--- src/rtl/uart_rx_unit.sv ---
// 8N1 UART receiver: 16x oversampled frame detection feeding a small show-ahead FIFO.
// The host drains bytes through rd_uart/r_data; framing and overrun faults are flagged as 1-clk pulses.
module uart_rx_unit #(
   parameter int DBIT    = 8,
   parameter int SB_TICK = 16,
   parameter int DVSR    = 651,
   parameter int ADDR_W  = 2
) (
   input  logic            clk,
   input  logic            rst,
   input  logic            rx,
   input  logic            rd_uart,
   output logic [DBIT-1:0] r_data,
   output logic            rx_empty,
   output logic            rx_full,
   output logic            frame_err,
   output logic            overrun_err
);
   localparam int CNT_W = (DVSR > 1) ? $clog2(DVSR) : 1;
   localparam int S_W   = (SB_TICK > 16) ? $clog2(SB_TICK) : 4;
   localparam int N_W   = (DBIT > 1) ? $clog2(DBIT) : 1;
   localparam int DEPTH = 2 ** ADDR_W;

   typedef enum logic [1:0] {IDLE, START, DATA, STOP} state_t;

   // ---------------- oversample tick and input synchronizer ----------------
   logic [CNT_W-1:0] cnt_reg;
   logic             tick;
   logic [1:0]       sync_reg;
   logic             rs;

   assign tick = (cnt_reg == CNT_W'(DVSR - 1));
   assign rs   = sync_reg[1];

   always_ff @(posedge clk) begin
      if (!rst) begin
         cnt_reg  <= '0;
         sync_reg <= 2'b11;
      end else begin
         cnt_reg  <= tick ? '0 : cnt_reg + CNT_W'(1);
         sync_reg <= {sync_reg[0], rx};
      end
   end

   // ---------------- receive FSM ----------------
   state_t          state_reg, state_next;
   logic [S_W-1:0]  s_reg, s_next;
   logic [N_W-1:0]  n_reg, n_next;
   logic [DBIT-1:0] b_reg, b_next;
   logic            push;
   logic            frame_bad;

   always_ff @(posedge clk) begin
      if (!rst) begin
         state_reg <= IDLE;
         s_reg     <= '0;
         n_reg     <= '0;
         b_reg     <= '0;
      end else begin
         state_reg <= state_next;
         s_reg     <= s_next;
         n_reg     <= n_next;
         b_reg     <= b_next;
      end
   end

   always_comb begin
      state_next = state_reg;
      s_next     = s_reg;
      n_next     = n_reg;
      b_next     = b_reg;
      push       = 1'b0;
      frame_bad  = 1'b0;
      case (state_reg)
         IDLE: begin
            if (!rs) begin
               state_next = START;
               s_next     = '0;
            end
         end
         START: begin
            // A start bit that is no longer low at mid-bit was a glitch.
            if (tick) begin
               if (s_reg == S_W'(7)) begin
                  s_next = '0;
                  n_next = '0;
                  state_next = rs ? IDLE : DATA;
               end else begin
                  s_next = s_reg + S_W'(1);
               end
            end
         end
         DATA: begin
            if (tick) begin
               if (s_reg == S_W'(15)) begin
                  b_next = {rs, b_reg[DBIT-1:1]};
                  s_next = '0;
                  if (n_reg == N_W'(DBIT - 1)) state_next = STOP;
                  else                        n_next = n_reg + N_W'(1);
               end else begin
                  s_next = s_reg + S_W'(1);
               end
            end
         end
         STOP: begin
            if (tick) begin
               if (s_reg == S_W'(SB_TICK - 1)) begin
                  state_next = IDLE;
                  push       = rs;
                  frame_bad  = !rs;
               end else begin
                  s_next = s_reg + S_W'(1);
               end
            end
         end
         default: state_next = IDLE;
      endcase
   end

   // ---------------- show-ahead FIFO ----------------
   logic [DBIT-1:0]   mem [DEPTH];
   logic [ADDR_W-1:0] wr_ptr_reg, wr_ptr_next, rd_ptr_reg, rd_ptr_next;
   logic              full_reg, full_next, empty_reg, empty_next;
   logic              wr_en, rd_en;
   logic              frame_err_reg, overrun_err_reg;

   // A full FIFO still accepts a push when a pop frees the head in the same cycle.
   assign rd_en = rd_uart && !empty_reg;
   assign wr_en = push && (!full_reg || rd_en);

   always_comb begin
      wr_ptr_next = wr_ptr_reg;
      rd_ptr_next = rd_ptr_reg;
      full_next   = full_reg;
      empty_next  = empty_reg;
      case ({wr_en, rd_en})
         2'b01: begin
            rd_ptr_next = rd_ptr_reg + ADDR_W'(1);
            full_next   = 1'b0;
            empty_next  = (rd_ptr_next == wr_ptr_reg);
         end
         2'b10: begin
            wr_ptr_next = wr_ptr_reg + ADDR_W'(1);
            empty_next  = 1'b0;
            full_next   = (wr_ptr_next == rd_ptr_reg);
         end
         2'b11: begin
            wr_ptr_next = wr_ptr_reg + ADDR_W'(1);
            rd_ptr_next = rd_ptr_reg + ADDR_W'(1);
         end
         default: ;
      endcase
   end

   always_ff @(posedge clk) begin
      if (!rst) begin
         for (int i = 0; i < DEPTH; i++) mem[i] <= '0;
         wr_ptr_reg      <= '0;
         rd_ptr_reg      <= '0;
         full_reg        <= 1'b0;
         empty_reg       <= 1'b1;
         frame_err_reg   <= 1'b0;
         overrun_err_reg <= 1'b0;
      end else begin
         if (wr_en) mem[wr_ptr_reg] <= b_reg;
         wr_ptr_reg      <= wr_ptr_next;
         rd_ptr_reg      <= rd_ptr_next;
         full_reg        <= full_next;
         empty_reg       <= empty_next;
         frame_err_reg   <= frame_bad;
         overrun_err_reg <= push && full_reg && !rd_en;
      end
   end

   assign r_data      = mem[rd_ptr_reg];
   assign rx_empty    = empty_reg;
   assign rx_full     = full_reg;
   assign frame_err   = frame_err_reg;
   assign overrun_err = overrun_err_reg;

endmodule

--- config.mk ---
export PLATFORM = sky130hd
export DESIGN_NAME = uart_rx_unit
export DESIGN_NICKNAME = d
export VERILOG_FILES = /design/src/rtl/uart_rx_unit.sv
export SDC_FILE = /design/constraint.sdc
export NUM_CORES = 1
export LEC_CHECK = 0
export BUFFER_PORTS_ARGS = -buffer_cell sky130_fd_sc_hd__buf_2
export CORE_UTILIZATION = 65
export DETAILED_ROUTE_END_ITERATION = 8
export GPL_ROUTABILITY_DRIVEN = 0
export HOLD_SLACK_MARGIN = 0.03
export PLACE_DENSITY = 0.85
export REMOVE_ABC_BUFFERS = 1
export SLEW_MARGIN = 10
export SYNTH_ARGS = -nofsm -noshare
export SYNTH_HDL_FRONTEND = slang
export SYNTH_SLANG_ARGS = --single-unit
--- constraint.sdc ---
create_clock -name clk -period 3.63 [get_ports clk]
set_clock_uncertainty 0.05 [all_clocks]
set_input_delay 0.726 -clock clk [delete_from_list [all_inputs] [get_ports clk]]
set_output_delay 0.726 -clock clk [all_outputs]
set_load 0.02 [all_outputs]
Word level (Yosys, flattened, before mapping) --
Memories as Yosys holds them, arrays and structs flattened. A register that Yosys moved wholly into a read port is not among the register bits. Index checks and enable logic that the tools add are counted. Widths: inputs -> output; s select.
Operators by class: $add $sub $neg 5, equality and inequality tests 22, muxes and demuxes 38, reduce and logical (&&, ||, !) cells 21, bitwise gates (word level) 1
Operators with widths (number):
- $mux 4 | 7
- $mux 2 | 12
- $ne 2x2->1 const B | 10
- $pmux 4 s4 | 1
- $mux 3 | 5
- $add 10x1->10 const B | 1
- $eq 10x10->1 const B | 1
- $eq 2x2->1 const B | 4
- $mux 1 | 8
- $mux 8 | 1
- $pmux 2 s4 | 1
- $reduce_and 8->1 | 1
- $reduce_or 8->1 | 1
- $pmux 3 s2 | 1
- $reduce_and 6->1 | 1
- $reduce_or 2->1 | 3
- $reduce_and 5->1 | 1
- $add 2x1->2 const B | 2
- $add 4x1->4 const B | 1
- $eq 2x1->1 const B | 2
- $eq 2x2->1 | 2
- $eq 4x3->1 const B | 1
- $eq 4x4->1 const B | 1
- $logic_and 1x1->1 | 4
- 10 further kinds | 15
Word-level totals: input bits 4, flip-flop bits (word level) 37, bits in writable memories 32, memories kept 1, output and inout port bits 12, logic and storage cells 100
Memory list:
- mem | depth 4, width 8, read ports 1, clocked after Yosys merged registers in 1, write ports 4, line 121 | logic [DBIT-1:0] mem [DEPTH];

Longest topological paths before layout --
Gate-level depths: netlist (run 1).
word-level depth 10, mapped depth 9, depth with buffers taken out 9

Least setup slack after synthesis (run 1) --
Ideal clock, no wire load.
path kind register -> register, start reg cnt_reg[6], end mem mem[3][0] (enable), data required time 3.196 ns, stages on the path, launching flop included 5, arrival 1.966 ns, path buffers 0, slack 1.230 ns, cell sequence dfxtp_1 or4b_4 nor3_1 nand4_1 o21ai_0
RTL lines:
- start, declared | line 27 | logic [CNT_W-1:0] cnt_reg;
- start signal, assigned | line 40 | cnt_reg <= tick ? '0 : cnt_reg + CNT_W'(1);
- end, declared | line 121

==> results of run 1 <==
Yosys cell counts, types with 2 or more instances:
| cell | n |
|---|---|
| a211oi_1 | 2 |
| a21o_1 | 5 |
| a21oi_1 | 14 |
| and2_1 | 8 |
| and3_1 | 28 |
| and4_1 | 2 |
| clkbuf_1 | 12 |
| dfxtp_1 | 39 |
| edfxtp_1 | 32 |
| ha_1 | 7 |
| inv_1 | 4 |
| mux2i_1 | 5 |
| mux4_2 | 8 |
| nand2_1 | 14 |
| nand2b_1 | 3 |
| nand3_1 | 16 |
| nand3b_1 | 2 |
| nand4_1 | 4 |
| nor2_1 | 22 |
| nor2b_1 | 5 |
| nor3_1 | 7 |
| nor3b_1 | 2 |
| o211ai_1 | 3 |
| o21a_1 | 2 |
| o21ai_0 | 13 |
| or3_1 | 2 |
| or3b_2 | 2 |
| or4_1 | 2 |
| xnor2_1 | 5 |
| xor2_1 | 8 |
path summary, 6_finish.rpt:
path	startpoint	endpoint	cells after the start
max reg2reg	cnt_reg[6]$_SDFF_PP0_	mem[1][0]$_SDFFCE_PN0P_	4
max	cnt_reg[6]$_SDFF_PP0_	mem[1][0]$_SDFFCE_PN0P_	4
min	sync_reg[0]$_SDFF_PN1_	sync_reg[1]$_SDFF_PN1_	1
min reg2reg	sync_reg[0]$_SDFF_PN1_	sync_reg[1]$_SDFF_PN1_	1
area by class of cell:
type	instances	area share, %
Clock buffer	12	3.863
Clock inverter	4	1.359
Inverter	4	0.4292
Multi-Input combinational cell	200	39.59
Sequential cell	71	49.79
Tap cell	67	2.396
Timing Repair Buffer	17	2.575
metrics by stage:
stage                     setup WS (ps)  power, mW  hold WS, ps  util [%]
final                             915.1      1.523        374.8     74.07
after detailed placement          903.9     0.9372        351.0     70.20
after floorplan                   737.3     0.9174        336.3         -
after global routing              716.0      1.562        409.7     74.07
after CTS                         945.3      1.522        371.2     74.07
after global placement             1095     0.9345        338.8     70.20
power by group through the flow:
stage,sequential [mW],clock (mW),combinational [mW]
2_1_floorplan,0.881,0,0.0363
3_3_place_gp,0.884,0,0.0508
3_5_place_dp,0.885,0,0.0519
4_1_cts,0.867,0.602,0.0522
5_1_grt,0.869,0.636,0.0569
6_report,0.867,0.605,0.0516
cells in the final DEF, fill, tap and decap left out, drive strengths merged, types with 5 or more instances in the layout:
cell / instances
a21oi: 14
nor3: 7
mux4: 8
buf: 17
xnor2: 5
xor2: 8
o21ai: 13
dfxtp: 39
nor2: 22
and3: 28
clkbuf: 12
edfxtp: 32
mux2i: 5
nand3: 16
ha: 7
and2: 8
a21o: 5
nand2: 14
nor2b: 5
routing by layer:
metal / wire length [um] / global-route usage (%) / part of all wire, %
met1: 2621 / 30.02 / 46
met2: 2808 / 40.71 / 49
met3: 200 / 7.500 / 3.5
met4: 102 / 8.715 / 1.8
met5: 0 / 0 / 0
kinds of logic after synthesis:
| kind of cell | after synthesis | share of synthesized area [%] |
|---|---|---|
| buffers and inverters | 18 | 2.153 |
| xor gates and xnor gates | 13 | 3.563 |
| AOI/OAI and AO/OA | 45 | 8.614 |
| muxes | 14 | 7.557 |
| and+or+nand+nor | 121 | 20.87 |
| DFF | 71 | 54.50 |
| adders and majority gates | 7 | 2.741 |
==> flow_metrics.py, run 1 <==
metrics = {
    "floorplanning": {
        "dieArea_sq_mm": 0.005201,
        "start_util_pct": 67.66,
        "core_area_sq_mm": 0.004723,
        "ioPinCount": 16,
        "rows": 25,
        "die_w_um": 72.12,
        "fp.dieH_um": 72.12,
    },
    "synthesis": {
        "syn_area_sq_mm": 0.003196,
        "async_reset_ff_share_pct": 0,
        "synthFlopType": "dfxtp_1",
        "ys_seq_area_share_pct": 54.50,
        "synth_edf_count": 32,
        "syn_avg_cell_area_sq_um": 11.06,
        "synthesis.instances": 289,
        "synthTopCellsByArea": "edfxtp_1 (30%), dfxtp_1 (24%), mux4_2 (5.6%)",
        "ys_types": 41,
        "synth_largest_area_cell": "edfxtp_1",
        "synth_top_area_share_pct": 30.07,
        "ys_seq_elements": 71,
        "yosysWarnings": 0,
    },
    "setup_path": {
        "path_buf_inv": 0,
        "cpMaxStageDelayCell": "and4_1",
        "critical_path_class": "reg2reg",
        "cp.arrival_ps": 2870,
        "critPathRequiredTime_ps": 3780,
        "cp_top_family": "simple AND/OR/NAND/NOR gates",
        "start_kind": "flop",
        "reg2reg_slack_ps": 920,
        "endpoint_kind": "flop",
        "path_cells": "or4b_4, a2111oi_0, and4_1, and3_1",
        "cp_slowest_stage_delay_ps": 790,
        "crit_fanout": 32,
    },
    "power_and_ir_drop": {
        "p_switching_uw": 331.1,
        "peakVddDrop_uv": 417.6,
        "power_frac_clock_pct": 39.7,
        "swShare_pct": 21.74,
        "power_density_mw_per_mm2": 435.4,
        "p_leak_nw": 1.322,
        "seqPwrFrac_pct": 56.9,
        "intPower_mw": 1.192,
        "combPwrFrac_pct": 3.4,
    },
    "clocking": {
        "cts-resized-gates": 0,
        "cts_sinks": 71,
        "clock_path_buffers": 2,
        "cts_tree": "done",
        "post-cts-setup-buffer-count": 0,
        "worstSkewPairLatency_ps": 350,
        "path_clk_slew_ps": 70,
        "root_buffer": "clkbuf_8",
        "htreeDepth": 3,
        "cts_buffers": 9,
        "cts-hold-fix-buffers": 0,
    },
    "finish": {
        "multi_input_area_sq_mm": 0.001385,
        "nNetsFinal": 314,
        "finalNonFillerCells": 375,
        "largest_reg_flops": 32,
        "finish.instance_area_sq_mm": 0.003498,
        "drive_gt1_share_pct": 13.64,
        "syn2layout_area_growth_pct": 9.475,
        "nFillCells": 334,
        "insertedDiodeCount": 0,
        "ff_latch_area_sq_mm": 0.001742,
    },
    "global_routing": {
        "grt_usage_pct": 24.39,
        "grt_max_degree": 33,
        "antenna_found_initial": 0,
        "grt_pass1_vias": 2113,
        "gr-total-overflow": 0,
        "grt_pass1_wl_um": 9604,
    },
    "timing": {
        "min_period_ps": 2715,
        "hold_viol_final": 0,
        "slew_viol_final": 0,
        "finalSetupViolCount": 0,
        "fin_crit_sh_pct": 74.79,
        "rsz0062_at_grt": "false",
        "worst_pin_slew_ps": 756.8,
        "fin_setup_tns_ps": 0,
        "slew_headroom_pct": 49.55,
        "clock.fmax_ghz": 0.3683,
    },
    "routing": {
        "vias": 2209,
        "routedWlPerCell_um": 15.29,
        "routed_wl_um": 5732,
        "drt_pass1_iterations": 4,
        "avgViaCountPerCell": 5.891,
        "drc_errors": 0,
        "ant_nets": 0,
        "drt_iter0_drc": 116,
    },
    "placement": {
        "io_buffers": 15,
        "place_area_sq_mm": 0.003316,
        "dpl.cell_count": 359,
        "dp_hpwl_um": 3867,
    },
    "run_status": {
        "status": "finished clean",
    },
    "worst_hold_path": {
        "hold_path.class": "reg2reg",
    },
    "flow_run": {
        "cap_violations": 0,
    },
}
Note: power is estimated with default switching activity, not from simulation.
==> run 2, diff against run 1 <==
--- a/config.mk
+++ b/config.mk
@@ -5,12 +5,13 @@
 export SDC_FILE = /design/constraint.sdc
 export NUM_CORES = 1
 export LEC_CHECK = 0
+export ABC_AREA = 1
 export BUFFER_PORTS_ARGS = -buffer_cell sky130_fd_sc_hd__buf_2
-export CORE_UTILIZATION = 65
+export CORE_UTILIZATION = 61
 export DETAILED_ROUTE_END_ITERATION = 8
 export GPL_ROUTABILITY_DRIVEN = 0
 export HOLD_SLACK_MARGIN = 0.03
-export PLACE_DENSITY = 0.85
+export PLACE_DENSITY = 0.8
 export REMOVE_ABC_BUFFERS = 1
 export SLEW_MARGIN = 10
 export SYNTH_ARGS = -nofsm -noshare
==> constraint.sdc (replaced) <==
create_clock -name clk -period 2.85 [get_ports clk]
set_clock_uncertainty 0.05 [all_clocks]
set_input_delay 0.57 -clock clk [delete_from_list [all_inputs] [get_ports clk]]
set_output_delay 0.57 -clock clk [all_outputs]
set_load 0.02 [all_outputs]
==> run 2 against run 1 <==
  * Routed wire length is 7.1% higher
  * Area after synthesis is 4.2% higher
  * First-iteration DRC count is 17% higher
  * Sequential power is 27% higher
  * Critical path depth is 1 higher
  * Non-clock buffer count is 5 higher
  * Synthesized cell count is 31% higher
  * Count of clock-buffer cells in the layout is 2 lower
  * Global-route usage is 0.85 points lower
  * Sequential cell count stayed put
  * Setup slack worse by 350 ps
  * Register-to-register slack worse by 150 ps
==> flow_metrics.py, run 2 <==
metrics = {
    "power_and_ir_drop": {
        "peakVddDrop_uv": 321.8,
        "seqPwrFrac_pct": 59.3,
        "combPwrFrac_pct": 4.1,
        "total_power_mw": 1.858,
        "p_leak_nw": 1.569,
        "swShare_pct": 23.29,
        "power_density_mw_per_mm2": 507.9,
        "intPower_mw": 1.425,
        "power_frac_clock_pct": 36.6,
        "p_switching_uw": 432.8,
    },
    "floorplanning": {
        "dieArea_sq_mm": 0.005758,
        "rows": 26,
        "ioPinCount": 16,
        "core_area_sq_mm": 0.005172,
        "start_util_pct": 64.37,
        "die_w_um": 75.88,
        "fp.dieH_um": 75.88,
    },
    "setup_path": {
        "rr_startpoint": "s_reg[0]$_SDFFE_PN0P_",
        "start_kind": "flop",
        "cp.arrival_ps": 1670,
        "critical_path_class": "reg2out",
        "critPathRequiredTime_ps": 2230,
        "endpoint_kind": "output pin",
        "reg2reg_to": "wr_ptr_reg[1]$_SDFFE_PN0P_",
        "crit_fanout": 17,
        "reg2reg_slack_ps": 770,
        "rr_worst_depth": 12,
    },
    "global_routing": {
        "gr-total-overflow": 0,
        "grt_pass1_wl_um": 9867,
        "grt_pass1_vias": 2241,
        "grt_max_degree": 25,
        "grt_usage_pct": 23.54,
        "antenna_found_initial": 0,
    },
    "clocking": {
        "clock_path_buffers": 2,
        "cts-resized-gates": 0,
        "cts_buffers": 9,
        "cts_tree": "done",
        "cts-hold-fix-buffers": 0,
        "path_clk_slew_ps": 80,
        "worstSkewPairLatency_ps": 340,
        "cts_sinks": 71,
        "root_buffer": "clkbuf_8",
        "post-cts-setup-buffer-count": 0,
        "htreeDepth": 3,
    },
    "worst_hold_path": {
        "hold_path.class": "in2reg",
        "min-delay-start": "rx",
        "hold_depth": 2,
        "hold-path-endpoint": "sync_reg[0]$_SDFF_PN1_",
    },
    "finish": {
        "final_cell_mix": "nor2_1 (98), nand2_1 (44), inv_1 (39), dfxtp_1 (39), o21ai_0 (37)",
        "insertedDiodeCount": 0,
        "finish.instance_area_sq_mm": 0.003659,
        "final_common_cell": "nor2_1",
        "largest_reg_flops": 32,
        "drive_gt1_share_pct": 14.71,
        "syn2layout_area_growth_pct": 9.884,
        "finalNonFillerCells": 478,
        "fin_util_pct": 70.73,
        "nNetsFinal": 414,
    },
    "routing": {
        "ant_nets": 0,
        "drc_errors": 0,
        "routed_wl_um": 6137,
        "drt_pass1_iterations": 4,
        "vias": 2537,
        "drt_iter0_drc": 136,
        "avgViaCountPerCell": 5.308,
        "routedWlPerCell_um": 12.84,
    },
    "timing": {
        "slew_viol_final": 0,
        "clock.fmax_ghz": 0.4372,
        "hold_viol_final": 0,
        "fin_setup_tns_ps": 0,
        "worst_pin_slew_ps": 462.4,
        "rsz0062_at_grt": "false",
        "finalSetupViolCount": 0,
        "min_period_ps": 2287,
        "slew_headroom_pct": 69.18,
        "fin_crit_sh_pct": 80.26,
    },
    "synthesis": {
        "syn_area_sq_mm": 0.003329,
        "synth_xor_area_share_pct": 0.7892,
        "yosys-top-cells-count": "nor2_1 (98), nand2_1 (44), dfxtp_1 (39), inv_1 (39), o21ai_0 (37)",
        "synth_fa_ha_area_share_pct": 2.631,
        "synth-simple-area-share_pct": 27.85,
        "muxShareOfSynthArea_pct": 0,
        "async_reset_ff_share_pct": 0,
        "synthTopCellsByArea": "edfxtp_1 (29%), dfxtp_1 (23%), nor2_1 (11%)",
        "synthesis.instances": 379,
        "synth_largest_area_cell": "edfxtp_1",
        "ys_seq_elements": 71,
        "synth_top_area_share_pct": 28.86,
        "syn_avg_cell_area_sq_um": 8.785,
        "synth_edf_count": 32,
        "synth.most_common_cell": "nor2_1",
        "ys_types": 30,
        "synth_top_family_by_area": "simple AND/OR/NAND/NOR gates",
        "synth_compound_area_share_pct": 10.26,
        "synthFlopType": "dfxtp_1",
        "ys_seq_area_share_pct": 52.31,
        "yosysWarnings": 0,
    },
    "placement": {
        "dpl.cell_count": 462,
        "place_area_sq_mm": 0.003493,
        "dp_hpwl_um": 4279,
        "io_buffers": 15,
    },
    "flow_run": {
        "cap_violations": 0,
    },
    "run_status": {
        "status": "finished clean",
    },
}
==> run 2: cell count changes after synthesis, sizes merged, moves of 8 or more <==
cell,previous run,this run
nor2,22,102
and2,8,0
and3,28,0
nand2,14,48
nand4,4,15
inv,4,41
clkbuf,13,3
o21ai,13,37
o22ai,0,9
mux4,8,0
nand3,16,8
==> run 2: stage by stage <==
step                setup WS [ps]  hold slack, ps
finish                      562.7           362.1
global route                372.1           343.3
CTS                         540.5           348.9
detailed placement          782.7           356.8
global placement            803.5           346.2
floorplan                   94.90           342.5
==> run 2: layout make-up <==
type                    count  area, sq um
well taps                  70        87.58
repair buffers             22        127.6
flip-flops and latches     71         1742
inverters                  41        153.9
clock buffers              10        127.6
clock inverters             6        37.54
multi-input cells         258         1383
fillers                   408         1514
==> run 2: worst max-delay path by stage <==
stage,to,slack (ps),startpoint
finish,r_data[2],560,flop
global route,r_data[7],370,flop
CTS,r_data[1],540,flop
detailed placement,mem[1][2]$_SDFFCE_PN0P_,780,rd_uart
global placement,mem[1][2]$_SDFFCE_PN0P_,800,rd_uart
floorplan,mem[0][0]$_SDFFCE_PN0P_,90,s_reg[0]$_SDFFE_PN0P_
==> run 2: worst max-delay path: stages (launching register included) <==
cell	delay, ps
dfxtp_1	310
buf_4	180
inv_1	350
o21ai_0	160
o22ai_1	140
buf_2	190
==> run 2: per-layer routing <==
layer  wire (um)  GRT usage, %  up-vias  part of all wire, %
met1        2821         29.35     1151                   46
met4         116         10.29        0                  1.9
li1            -             -     1311                    -
met3         289         5.952       13                  4.7
met2        2910         38.74       62                   47
met5           0             0        -                    0
==> run 2: cells by family (layout without fill, tap and decap cells) <==
kind of cell / count (synthesis) / after routing
buffers and inverters: 50 / 79
DFF: 71 / 71
and+or+nand+nor: 184 / 184
AOI/OAI and AO/OA: 64 / 64
xor gates and xnor gates: 3 / 3
adders and majority gates: 7 / 7
==> run 2: power by group through the flow <==
| stage | clock network (mW) | logic (mW) | registers (mW) |
|---|---|---|---|
| after floorplan | 0 | 0.0464 | 1.12 |
| after global placement | 0 | 0.0758 | 1.12 |
| after detailed placement | 0 | 0.0771 | 1.13 |
| after CTS | 0.693 | 0.0774 | 1.10 |
| after global routing | 0.733 | 0.0874 | 1.11 |
| final | 0.679 | 0.0771 | 1.10 |
==> run 3, diff against run 2 <==
--- a/config.mk
+++ b/config.mk
@@ -7,11 +7,11 @@
 export LEC_CHECK = 0
 export ABC_AREA = 1
 export BUFFER_PORTS_ARGS = -buffer_cell sky130_fd_sc_hd__buf_2
-export CORE_UTILIZATION = 61
+export CORE_UTILIZATION = 55
 export DETAILED_ROUTE_END_ITERATION = 8
 export GPL_ROUTABILITY_DRIVEN = 0
 export HOLD_SLACK_MARGIN = 0.03
-export PLACE_DENSITY = 0.8
+export PLACE_DENSITY = 0.76
 export REMOVE_ABC_BUFFERS = 1
 export SLEW_MARGIN = 10
 export SYNTH_ARGS = -nofsm -noshare
==> constraint.sdc (replaced) <==
create_clock -name clk -period 1.9 [get_ports clk]
set_clock_uncertainty 0.05 [all_clocks]
set_input_delay 0.38 -clock clk [delete_from_list [all_inputs] [get_ports clk]]
set_output_delay 0.38 -clock clk [all_outputs]
set_load 0.02 [all_outputs]
==> run 3 against run 2 <==
  * Clock power up 91%
  * Worst hold slack worse by 200 ps
  * Count of clock-buffer cells in the layout unchanged
  * Global-route usage down 0.30 points
  * Non-clock buffer count up 24
  * Critical path type unchanged
  * Core utilization down 0.40 points
  * Register-to-register slack worse by 680 ps
  * Sequential share of layout area down 3.8 points
  * Final area up 9.1%
==> flow_metrics.py, run 3 (synthesis gave the netlist of run 2 again) <==
metrics = {
    "placement": {
        "dp_hpwl_um": 4705,
        "place_area_sq_mm": 0.003631,
        "io_buffers": 15,
    },
    "setup_path": {
        "rr_worst_depth": 8,
        "crit_fanout": 7,
        "critPathRequiredTime_ps": 1470,
        "endpoint_kind": "output pin",
        "cp.arrival_ps": 1440,
        "start_kind": "flop",
        "critical_path_class": "reg2out",
    },
    "power_and_ir_drop": {
        "peakVddDrop_uv": 442.4,
        "power_density_mw_per_mm2": 773.2,
        "p_leak_nw": 1.729,
        "total_power_mw": 3.086,
    },
    "clocking": {
        "cts_tree": "done",
        "root_buffer": "clkbuf_8",
        "cts-hold-fix-buffers": 0,
        "htreeDepth": 3,
        "path_clk_slew_ps": 70,
        "clock_path_buffers": 2,
        "cts_buffers": 9,
        "cts_sinks": 71,
        "worstSkewPairLatency_ps": 340,
    },
    "routing": {
        "drt_iter0_drc": 180,
        "wl_met2_um": 3287,
        "met1_length_um": 3107,
        "routed_wl_um": 6839,
        "ant_nets": 0,
        "drc_errors": 0,
        "drt_pass1_iterations": 4,
        "dr.max_layer_used": "met4",
        "routedWlPerCell_um": 13.57,
        "vias": 2683,
        "avgViaCountPerCell": 5.323,
        "dr_wl_met3_um": 370,
    },
    "finish": {
        "drive_gt1_share_pct": 23.61,
        "nNetsFinal": 438,
        "final_common_cell": "nor2_1",
        "insertedDiodeCount": 0,
        "finish.instance_area_sq_mm": 0.003991,
        "syn2layout_area_growth_pct": 19.88,
        "fin_util_pct": 70.33,
        "ff_latch_area_sq_mm": 0.001750,
        "multi_input_area_sq_mm": 0.001459,
        "final_cell_mix": "nor2_1 (95), nand2_1 (41), inv_1 (35)",
        "largest_reg_flops": 32,
        "nFillCells": 418,
    },
    "timing": {
        "worst_pin_slew_ps": 363.5,
        "clock.fmax_ghz": 0.5341,
        "fin_crit_sh_pct": 98.54,
        "finalSetupViolCount": 0,
        "min_period_ps": 1872,
        "rsz0062_at_grt": "true",
        "slew_viol_final": 0,
        "slew_headroom_pct": 75.71,
        "hold_viol_final": 0,
    },
    "run_status": {
        "status": "finished clean",
    },
    "global_routing": {
        "grt_pass1_wl_um": 11010,
        "grt_pass1_vias": 2430,
        "gr-total-overflow": 0,
        "grt_usage_pct": 23.24,
        "grt_max_degree": 18,
        "antenna_found_initial": 0,
    },
    "flow_run": {
        "cap_violations": 0,
    },
    "floorplanning": {
        "die_w_um": 79.81,
        "dieArea_sq_mm": 0.006369,
        "fp.dieH_um": 79.81,
        "start_util_pct": 58.66,
        "core_area_sq_mm": 0.005675,
        "ioPinCount": 16,
        "rows": 27,
    },
    "worst_hold_path": {
        "hold_depth": 2,
        "hold_path.class": "in2reg",
    },
}
run 3: cell types whose count changed in the layout (fill, tap and decap cells not counted), moves of 4 or more:
cell | previous run | this run
o21ai_0 | 37 | 27
o21ai_1 | 0 | 9
dfxtp_2 | 0 | 4
dfxtp_1 | 39 | 34
inv_1 | 39 | 35
buf_4 | 7 | 29
run 3: metrics by stage:
stage | hold WS [ps] | cells | setup slack, ps | TNS, ps
after CTS | 160.5 | 502 | 4.509 | 0
after detailed placement | 367.3 | 482 | -31.02 | -271.5
after floorplan | 342.5 | 370 | -855.1 | -25570
after global placement | 349.0 | 482 | 41.47 | 0
after global routing | 167.9 | 504 | -81.40 | -504.6
final | 166.1 | 504 | 27.82 | 0
run 3: worst paths after layout:
check	start	to	slack (ps)
worst max-delay path	flop	r_data[2]	30
worst max register to register	s_reg[1]$_SDFFE_PN0P_	mem[1][4]$_SDFFCE_PN0P_	90
worst min-delay path	rx	sync_reg[0]$_SDFF_PN1_	170
worst min register to register	sync_reg[0]$_SDFF_PN1_	sync_reg[1]$_SDFF_PN1_	380
run 3: worst max-delay path: stages (launching register included):
cell and delay (ps):
dfxtp_4 370, clkinvlp_4 160, buf_6 180, nor2_1 100
o22ai_1 120, buf_4 170
run 3: layout make-up:
cell class,count,area share (%)
Inverter,41,3.950
Tap cell,72,2.257
Multi-Input combinational cell,258,36.55
Clock buffer,10,3.197
Clock inverter,6,2.132
Timing Repair Buffer,46,8.056
Sequential cell,71,43.86
run 3: repair_timing:
action / 4_1_cts / 5_1_grt
pin swaps: 3 / 8
buffers inserted: 4 / 2
resized for setup: 14 / 30
setup endpoints to repair: 16 / 46
endpoints found under the hold margin: 0 / 0
run 3: metal layers:
metal,global-route usage [%],up-vias
met2,38.03,73
met1,30.18,1241
li1,-,1361
met5,0,-
met3,3.543,8
met4,10.89,0
run 3: where the power goes:
part | leakage, nW | internal, mW | switching (mW) | total, mW
clock | 0.104 | 0.735 | 0.565 | 1.30
combinational | 1.00 | 0.0468 | 0.0853 | 0.132
sequential | 0.622 | 1.64 | 0.0186 | 1.65
total | 1.73 | 2.42 | 0.669 | 3.09
